## config.mk

```make
export PLATFORM = sky130hd
export DESIGN_NAME = mem_stage_oq
export DESIGN_NICKNAME = d
export VERILOG_FILES = /design/src/rtl/mem_stage_oq.sv
export SDC_FILE = /design/constraint.sdc
export NUM_CORES = 1
export LEC_CHECK = 0
export BUFFER_PORTS_ARGS = -buffer_cell sky130_fd_sc_hd__buf_4
export CAP_MARGIN = 20
export CORE_MARGIN = 2
export CORE_UTILIZATION = 30
export DETAILED_ROUTE_END_ITERATION = 16
export HOLD_SLACK_MARGIN = 0.05
export PLACE_DENSITY = 0.48
export SLEW_MARGIN = 10
export SYNTH_ARGS = -nofsm -noshare
export SYNTH_HDL_FRONTEND = slang
export SYNTH_SLANG_ARGS = --single-unit
```

## constraint.sdc

```tcl
create_clock -name clk -period 2.5 [get_ports clk]
set_clock_uncertainty 0.05 [all_clocks]
set_input_delay 0.25 -clock clk [delete_from_list [all_inputs] [get_ports clk]]
set_output_delay 0.25 -clock clk [all_outputs]
set_load 0.02 [all_outputs]
```

## src/rtl/mem_stage_oq.sv

```systemverilog
// MEM stage with an in-order outstanding-op queue behind an SRAM-like data bus.
// Loads wait for in-order data_ok; orphaned responses after a flush are drained by a discard counter.
module mem_stage_oq #(
    parameter int DEPTH = 2,
    parameter int CNT_W = 2
) (
    input  logic        clk,
    input  logic        resetn,
    input  logic        in_valid,
    output logic        in_ready,
    input  logic [31:0] in_pc,
    input  logic [31:0] in_result,
    input  logic        in_req_sent,
    input  logic [3:0]  in_ld,
    input  logic        in_rf_we,
    input  logic [4:0]  in_rf_waddr,
    input  logic        in_exc,
    input  logic        data_ok,
    input  logic [31:0] data_rdata,
    input  logic        flush,
    output logic        out_valid,
    input  logic        out_ready,
    output logic [31:0] out_pc,
    output logic        out_rf_we,
    output logic [4:0]  out_rf_waddr,
    output logic [31:0] out_rf_wdata,
    output logic        out_exc,
    input  logic [4:0]  hz_raddr1,
    input  logic [4:0]  hz_raddr2,
    output logic        hz_ld_stall,
    output logic        busy
);
    localparam int PTR_W = (DEPTH > 1) ? $clog2(DEPTH) : 1;
    localparam int SUM_W = CNT_W + 2;

    logic [DEPTH-1:0] valid_q, valid_d;
    logic [DEPTH-1:0] wait_q, wait_d;
    logic [DEPTH-1:0] rf_we_q, rf_we_d;
    logic [DEPTH-1:0] exc_q, exc_d;
    logic [31:0]      pc_q     [DEPTH];
    logic [31:0]      pc_d     [DEPTH];
    logic [31:0]      result_q [DEPTH];
    logic [31:0]      result_d [DEPTH];
    logic [31:0]      rdata_q  [DEPTH];
    logic [31:0]      rdata_d  [DEPTH];
    logic [3:0]       ld_q     [DEPTH];
    logic [3:0]       ld_d     [DEPTH];
    logic [4:0]       waddr_q  [DEPTH];
    logic [4:0]       waddr_d  [DEPTH];
    logic [PTR_W-1:0] head_q, head_d;
    logic [PTR_W-1:0] tail_q, tail_d;
    logic [CNT_W-1:0] occ_q, occ_d;
    logic [CNT_W-1:0] discard_q, discard_d;

    logic             drop;
    logic             route_hit;
    logic [PTR_W-1:0] route_idx;
    logic             head_ready;
    logic [31:0]      head_rdata;
    logic             accept;
    logic             retire;
    logic [SUM_W-1:0] wait_cnt;
    logic [SUM_W-1:0] disc_sum;

    function automatic logic [PTR_W-1:0] ptr_add(input logic [PTR_W-1:0] p, input int k);
        int s;
        s = int'(p) + k;
        if (s >= DEPTH) s = s - DEPTH;
        return PTR_W'(s);
    endfunction

    function automatic logic [PTR_W-1:0] ptr_inc(input logic [PTR_W-1:0] p);
        if (p == PTR_W'(DEPTH - 1)) return '0;
        return p + PTR_W'(1);
    endfunction

    // ld = {byte, half, word, sign}; byte has priority if several are set
    function automatic logic [31:0] ld_ext(input logic [3:0] ld, input logic [31:0] res,
                                           input logic [31:0] rd);
        logic [7:0]  b;
        logic [15:0] h;
        case (res[1:0])
            2'd0:    b = rd[7:0];
            2'd1:    b = rd[15:8];
            2'd2:    b = rd[23:16];
            default: b = rd[31:24];
        endcase
        h = res[1] ? rd[31:16] : rd[15:0];
        if (ld[3]) return {{24{ld[0] & b[7]}}, b};
        if (ld[2]) return {{16{ld[0] & h[15]}}, h};
        if (ld[1]) return rd;
        return res;
    endfunction

    // Response routing: orphans first, otherwise the oldest waiting entry
    always_comb begin
        drop      = data_ok && (discard_q != '0);
        route_hit = 1'b0;
        route_idx = '0;
        for (int i = 0; i < DEPTH; i++) begin
            if (data_ok && !drop && !route_hit &&
                valid_q[ptr_add(head_q, i)] && wait_q[ptr_add(head_q, i)]) begin
                route_hit = 1'b1;
                route_idx = ptr_add(head_q, i);
            end
        end
    end

    always_comb begin
        head_ready   = valid_q[head_q] &&
                       (!wait_q[head_q] || (route_hit && (route_idx == head_q)));
        head_rdata   = wait_q[head_q] ? data_rdata : rdata_q[head_q];
        out_valid    = head_ready;
        out_pc       = pc_q[head_q];
        out_rf_we    = head_ready & rf_we_q[head_q];
        out_rf_waddr = waddr_q[head_q];
        out_rf_wdata = ld_ext(ld_q[head_q], result_q[head_q], head_rdata);
        out_exc      = valid_q[head_q] & exc_q[head_q];
        in_ready     = (occ_q < CNT_W'(DEPTH)) && !flush;
        busy         = (occ_q != '0) || (discard_q != '0);
        hz_ld_stall  = 1'b0;
        for (int i = 0; i < DEPTH; i++) begin
            if (valid_q[i] && wait_q[i] && (ld_q[i] != 4'd0) && rf_we_q[i] &&
                (waddr_q[i] != 5'd0) &&
                ((waddr_q[i] == hz_raddr1) || (waddr_q[i] == hz_raddr2)))
                hz_ld_stall = 1'b1;
        end
    end

    always_comb begin
        valid_d   = valid_q;
        wait_d    = wait_q;
        rf_we_d   = rf_we_q;
        exc_d     = exc_q;
        pc_d      = pc_q;
        result_d  = result_q;
        rdata_d   = rdata_q;
        ld_d      = ld_q;
        waddr_d   = waddr_q;
        head_d    = head_q;
        tail_d    = tail_q;
        occ_d     = occ_q;
        discard_d = discard_q;
        accept    = in_valid && in_ready;
        retire    = head_ready && out_ready;
        wait_cnt  = '0;
        for (int i = 0; i < DEPTH; i++)
            wait_cnt = wait_cnt + SUM_W'(valid_q[i] & wait_q[i]);
        // Every request the bus still owes us becomes an orphan on flush
        disc_sum = SUM_W'(discard_q) + wait_cnt + SUM_W'(in_valid && in_req_sent);
        if (data_ok && (disc_sum != '0))
            disc_sum = disc_sum - SUM_W'(1);

        if (flush) begin
            valid_d   = '0;
            wait_d    = '0;
            head_d    = '0;
            tail_d    = '0;
            occ_d     = '0;
            discard_d = CNT_W'(disc_sum);
        end else begin
            if (drop) begin
                discard_d = discard_q - CNT_W'(1);
            end else if (route_hit) begin
                wait_d[route_idx]  = 1'b0;
                rdata_d[route_idx] = data_rdata;
            end
            if (retire) begin
                valid_d[head_q] = 1'b0;
                head_d          = ptr_inc(head_q);
            end
            if (accept) begin
                valid_d[tail_q]  = 1'b1;
                wait_d[tail_q]   = in_req_sent & ~in_exc;
                rf_we_d[tail_q]  = in_rf_we;
                exc_d[tail_q]    = in_exc;
                pc_d[tail_q]     = in_pc;
                result_d[tail_q] = in_result;
                ld_d[tail_q]     = in_ld;
                waddr_d[tail_q]  = in_rf_waddr;
                rdata_d[tail_q]  = 32'd0;
                tail_d           = ptr_inc(tail_q);
            end
            occ_d = occ_q + CNT_W'(accept) - CNT_W'(retire);
        end
    end

    always_ff @(posedge clk) begin
        if (!resetn) begin
            valid_q   <= '0;
            wait_q    <= '0;
            rf_we_q   <= '0;
            exc_q     <= '0;
            head_q    <= '0;
            tail_q    <= '0;
            occ_q     <= '0;
            discard_q <= '0;
            for (int i = 0; i < DEPTH; i++) begin
                pc_q[i]     <= '0;
                result_q[i] <= '0;
                rdata_q[i]  <= '0;
                ld_q[i]     <= '0;
                waddr_q[i]  <= '0;
            end
        end else begin
            valid_q   <= valid_d;
            wait_q    <= wait_d;
            rf_we_q   <= rf_we_d;
            exc_q     <= exc_d;
            head_q    <= head_d;
            tail_q    <= tail_d;
            occ_q     <= occ_d;
            discard_q <= discard_d;
            pc_q      <= pc_d;
            result_q  <= result_d;
            rdata_q   <= rdata_d;
            ld_q      <= ld_d;
            waddr_q   <= waddr_d;
        end
    end

endmodule

```

Yosys cells after proc, flatten, opt, wreduce, memory -nomap -nowiden
Index checks and enable logic that the tools add are counted.

operators by class
  add/sub/neg operators = 12
  order comparisons = 16
  eq/ne operators = 7
  mux-type cells = 100
  bitwise operators = 20
  reductions and logical operators = 48

operator list
  kind                                                         number
  2-to-1 mux 32 bit                                            18
  2-to-1 mux 64 bit                                            4
  bitwise mux 64 bit                                           3
  bitwise AND 64 bit                                           1
  demux 32 bit (select 1 bit)                                  2
  NOT 64 bit                                                   1
  2-to-1 mux 1 bit                                             43
  logical AND 1 bit                                            29
  one-hot mux 8 bit (3 select lines)                           1
  equality test 5 bit                                          4
  2-to-1 mux 2 bit                                             10
  2-to-1 mux 5 bit                                             4
  2-to-1 mux 16 bit                                            1
  2-to-1 mux 4 bit                                             4
  nonzero test 4 bit                                           3
  bitwise mux 10 bit                                           1
  less-than comparator 1 x 2 -> 1 bit (second input constant)  5
  nonzero test 5 bit                                           2
  bitwise mux 8 bit                                            1
  greater-or-equal comparator 2 bit (second input constant)    4
  bitwise AND 1 bit                                            7
  bitwise mux 2 bit                                            3
  NOT 1 -> 2 bit                                               3
  nonzero test 2 bit                                           3
  28 further kinds                                             46

word-level totals
  register bits after elaboration = 224
  output and inout bits = 75
  logic and storage cells = 221

Longest topological paths before layout
  depth after elaboration = 23
  gate-level depth with buffers = 12
  mapped depth without buffers = 12

Least setup slack after synthesis
Ideal clock, no wire load.

  kind = reg2reg
  start = register valid_q[0]
  end = register discard_q[0]
  library setup time = 0.116 ns
  arrival time = 2.455 ns
  setup slack = -0.121 ns
  cell stages (with the launch flop) = 13
  buffers on the path = 0
  period minus slack after synthesis = 2.621 ns
  cell sequence = dfxtp_1 > nand2_1 > inv_1 > fa_1 > ha_1 > fa_1 > inv_1 > ha_1 > inv_1 > o21ai_0 > xnor2_1 > nand2_1 > o211a_1

between the ends
  cells in the longest elaborated chain, start to end = 8

RTL lines
  element                                                                            RTL line  text
  start, declared                                                                    36        logic [DEPTH-1:0] valid_q, valid_d;
  start signal, assigned                                                             206       valid_q <= valid_d;
  bitwise AND 1 bit (*)                                                              148       wait_cnt = wait_cnt + SUM_W'(valid_q[i] & wait_q[i]);
  adder 1 x 1 -> 2 bit (*)                                                           148
  adder 2 x 2 -> 3 bit (*)                                                           150       disc_sum = SUM_W'(discard_q) + wait_cnt + SUM_W'(in_valid && in_req_sent);
  adder 3 x 1 -> 4 bit (*)                                                           150
  parallel branches: the longest is 2 deep, another holds subtractor 2 x 1 -> 2 bit  --
  2-to-1 mux 2 bit (*)                                                               151       if (data_ok && (disc_sum != '0))
  2-to-1 mux 2 bit (*)                                                               154       if (flush) begin
  end signal, assigned                                                               213       discard_q <= discard_d;
  end, declared                                                                      53        logic [CNT_W-1:0] discard_q, discard_d;

Mark *: on every way between the ends.
A chain may end at the register's enable or synchronous reset.

Worst setup path after layout
  start = register wait_q[0]
  end = output port out_rf_wdata[8]

between the ends
  cells in the longest elaborated chain, start to end = 11

RTL lines
  element                                                   RTL line  text
  start, declared                                           37        logic [DEPTH-1:0] wait_q, wait_d;
  start signal, assigned                                    207       wait_q <= wait_d;
  2-to-1 mux 1 bit (implied by the code) (*) (2 in series)  112       head_rdata = wait_q[head_q] ? data_rdata : rdata_q[head_q];
  2-to-1 mux 32 bit (*)                                     112
  one-hot mux 8 bit (3 select lines)                        82        case (res[1:0])
  bitwise AND 1 bit                                         89        if (ld[3]) return {{24{ld[0] & b[7]}}, b};
  2-to-1 mux 32 bit                                         89
  2-to-1 mux 32 bit                                         90        if (ld[2]) return {{16{ld[0] & h[15]}}, h};
  2-to-1 mux 32 bit                                         91        if (ld[1]) return rd;
  2-to-1 mux 32 bit                                         92        return res;
  2-to-1 mux 32 bit                                         91
  2-to-1 mux 32 bit (*)                                     90
  end, declared                                             26        output logic [31:0] out_rf_wdata,

Mark *: on every way between the ends. The rest lies on a longest branch, timed or not. The select of a mux whose other input is x is not followed.

==> flow_summary.toml <==
[placed_design]
buffer_ports.inserted = 198
dpl-instance-area_um2 = 13990
gp_congestion = 0.7905
post_dp_hpwl_um = 25000

[synth]
synthesis.area_um2 = 11730
synth_sequential_area_ratio_pct = 38.24
ys_top_cells_by_area = "dfxtp_1, mux2i_1, nand2_1"
synth_cells = 1358
synth_fa_ha_area_share_pct = 0.7682
syn-num-nets = 1488
synth.area.mux_share_pct = 16.60
synth_compound_area_share_pct = 19.94
synth.largest_area_cell = "dfxtp_1"
synth_top_family_by_area = "compound AO/OA/AOI/OAI gates"
yosysWarningCount = 0
synth.lib_cells_used.distinct = 57
synth.avg_cell_area_um2 = 8.636
synth_simple_gate_area_share_pct = 17.52
postSynthRegisterBits = 224
netlist.area_leader.share_pct = 38.24
synth_enable_flop_cells = 0
top_ff_cell_synth = "dfxtp_1"
ys_async_sr_fraction_pct = 0
yosys.area_share.xor_xnor_pct = 1.942

[clock_network]
ctsRootBufferMaster = "clkbuf_16"
clkLatencyLatePin_ps = 550
clock_pin_transition_on_the_worst_setup_and_hold_timing_paths_ps = 60
clockBufferDepth = 3
cts_made_buffers = 28
htree_num_levels = 1
number_of_clock_sinks_seen_by_cts = 224
cts_tree = "done"

[finish]
area.growth.synth_to_final_pct = 44.11
final_net_count = 1812
finalInstanceArea_um2 = 16900
drive_gt1_share_pct = 28.16
layout.cells.most_common = "nand2_1"
layout_common_cells = "nand2_1, buf_4, dfxtp_1, dlygate4sd3_1, a21boi_0"

[timing]
worst_pin_slew_ps = 642.4
setup_viol = 34
timing.final.crit_share_pct = 108.9
fmax_mhz = 367.4
fin_crit_ps = 2722
relSlewSlack_pct = 57.17
worst_hold_margin_ps = 146.3
number_of_pins_with_negative_max_slew_slack_in_the_final_report = 0
worst_slack_ps = -221.9
rsz0062_at_grt = "yes"
report.final.hold_viol_count = 0

[global_route]
groute.layer.met2.usage_pct = 30.37
top_usage_layer = "met2"
grt_usage_pct = 18.26
gr-usage-met1_pct = 24.77
first_global_vias = 10630
grt_pass1_wl_um = 59850
antenna_found_initial = 2
grt_overflow = 0
grt_start_max_net_pins = 78
grt_util_met3_pct = 3.304

[power]
power.density_cell_area_nw_per_um2 = 528.3
netSwitchingFraction_pct = 26.21
leakagePower_uw = 0.006249
vdd_ir_drop_max_v = 0.0004848
total_switching_power_uw = 2341
clock_network_fraction_of_design_power_pct = 43.7
combPwrFrac_pct = 14.7
seqPwrFrac_pct = 41.5
cell_internal_pwr_uw = 6588

[routing]
detail_route.iter0.violations = 615
postRouteWirelength_um = 38610
avgRoutedWirePerCell_um = 17.38
via_per_inst = 4.815
vias_after_detailed_routing = 10700
detail_route.first_pass.iterations = 5
drc = 0
drt.antenna.violating_nets = 0

[status]
status = "finished, violations left"
failed_checks = "negative setup slack"

[die]
die_width_um = 201.7
die_h_um = 201.7
core_region_area_um2 = 38650
start_util_pct = 30.35
boundaryPins = 199
die_area_um2 = 40690
num_rows = 72

[setup_path]
rr_endpoint = "discard_q[1]"
worst_ep_arrival_time_ps = 2420
worst-r2r-cell-count = 13
timing.setup.critical_path_class = "reg -> out"
reg2reg_from = "wait_q[0]"
endpoint_kind = "output port"
setup.reg_to_reg.worst_slack_ps = -140
worstPathMaxFanout = 8
launching_instance_or_port_of_the_critical_path = "wait_q[0]"
critPathRequiredTime_ps = 2200
critPathLaunchType = "flip-flop"
endpoint = "out_rf_wdata[8]"

[job]
cap_violations = 0

[worst_hold_path]
min-delay-path-class = "in -> reg"
## sequential cells by signal, summed over array words and instances, names as in the netlist
name / cells
occ_q: 2
rdata_q: 64
waddr_q: 10
head_q: 1
wait_q: 2
exc_q: 2
discard_q: 2
rf_we_q: 2
tail_q: 1
pc_q: 64
result_q: 64
ld_q: 8
valid_q: 2
## layer usage
metal	vias up	wire, um
li1	5318	-
met5	-	0
met4	0	664
met2	214	17950
met1	5111	18140
met3	52	1853
## power groups by stage
stage	Sequential (uW)	Clock, uW	Combinational [uW]
4_1_cts	3710	4020	1280
3_5_place_dp	3790	0	1100
5_1_grt	3720	4170	1420
6_report	3710	3900	1320
2_1_floorplan	3770	0	601
3_3_place_gp	3780	0	1090
## per-stage QoR
step | std cells | util (%) | setup TNS (ps) | total power [uW] | setup WS [ps]
after global routing | 2221 | 43.73 | -9094 | 9312 | -319.9
after CTS | 2205 | 42.65 | -6118 | 9017 | -230.5
after detailed placement | 2028 | 36.21 | -241.3 | 4885 | -137.4
final | 2221 | 43.73 | -5697 | 8929 | -221.9
after floorplan | 1358 | - | 0 | 4372 | 9.418
after global placement | 2028 | 36.21 | -187.0 | 4875 | -103.5
## kinds of logic after synthesis
group                      after synthesis
AOI/OAI and AO/OA                      319
xor gates and xnor gates                26
adders and majority gates                6
buffers and inverters                  120
DFF                                    224
muxes                                  186
and+or+nand+nor                        477
## critical path, cell delays in order, from the launching register on
cell and delay, ps:
dfxtp_2 350, buf_12 150, mux2i_1 180, mux2i_1 120, mux2_4 320, a32oi_4 250
buf_12 160, buf_12 130, nand3_4 70, buf_6 150
## synthesized netlist by cell type (all sizes together), types with 2 or more instances
library cell,instances
nand2b,3
nand3,17
dfxtp,224
mux2,56
buf,51
nor3,8
inv,15
o211ai,10
o221ai,3
a211oi,4
a32o,2
fa,2
or2,2
or4,2
a22oi,66
nor2,41
xnor2,15
and2,6
a32oi,3
xor2,11
a21oi,38
a31oi,2
mux2i,130
nand2,324
a21boi,150
o22ai,4
a21o,4
a2111oi,2
nor2b,71
clkbuf,54
o21ai,25
ha,4
## area by class of cell
class,count,area (um^2)
Fill cell,3811,21750
Sequential cell,224,4497
Clock inverter,8,92.59
Clock buffer,41,789.5
Timing Repair Buffer,399,3685
Antenna cell,2,5.005
Tap cell,518,648.1
Inverter,15,58.81
Multi-Input combinational cell,1014,7124
## repair_timing
action | in CTS | in global routing
resized for setup | 81 | 63
setup endpoints to repair | 56 | 45
cloned | 2 | 2
hold buffers | 108 | 0
pin swaps | 4 | 11
buffers inserted | 18 | 13
endpoints found under the hold margin | 218 | 0
## worst min-delay path by stage
stage	to	slack, ps	startpoint	cells after the start
after floorplan	pc_q[0]	330	in_pc[0]	2
after global placement	pc_q[23]	390	pc_q[23]	2
after detailed placement	pc_q[0]	400	pc_q[0]	2
after CTS	discard_q[0]	120	data_ok	5
after global routing	head_q	150	out_ready	4
final	discard_q[0]	150	data_ok	5
Note: power is estimated with default switching activity, not from simulation.
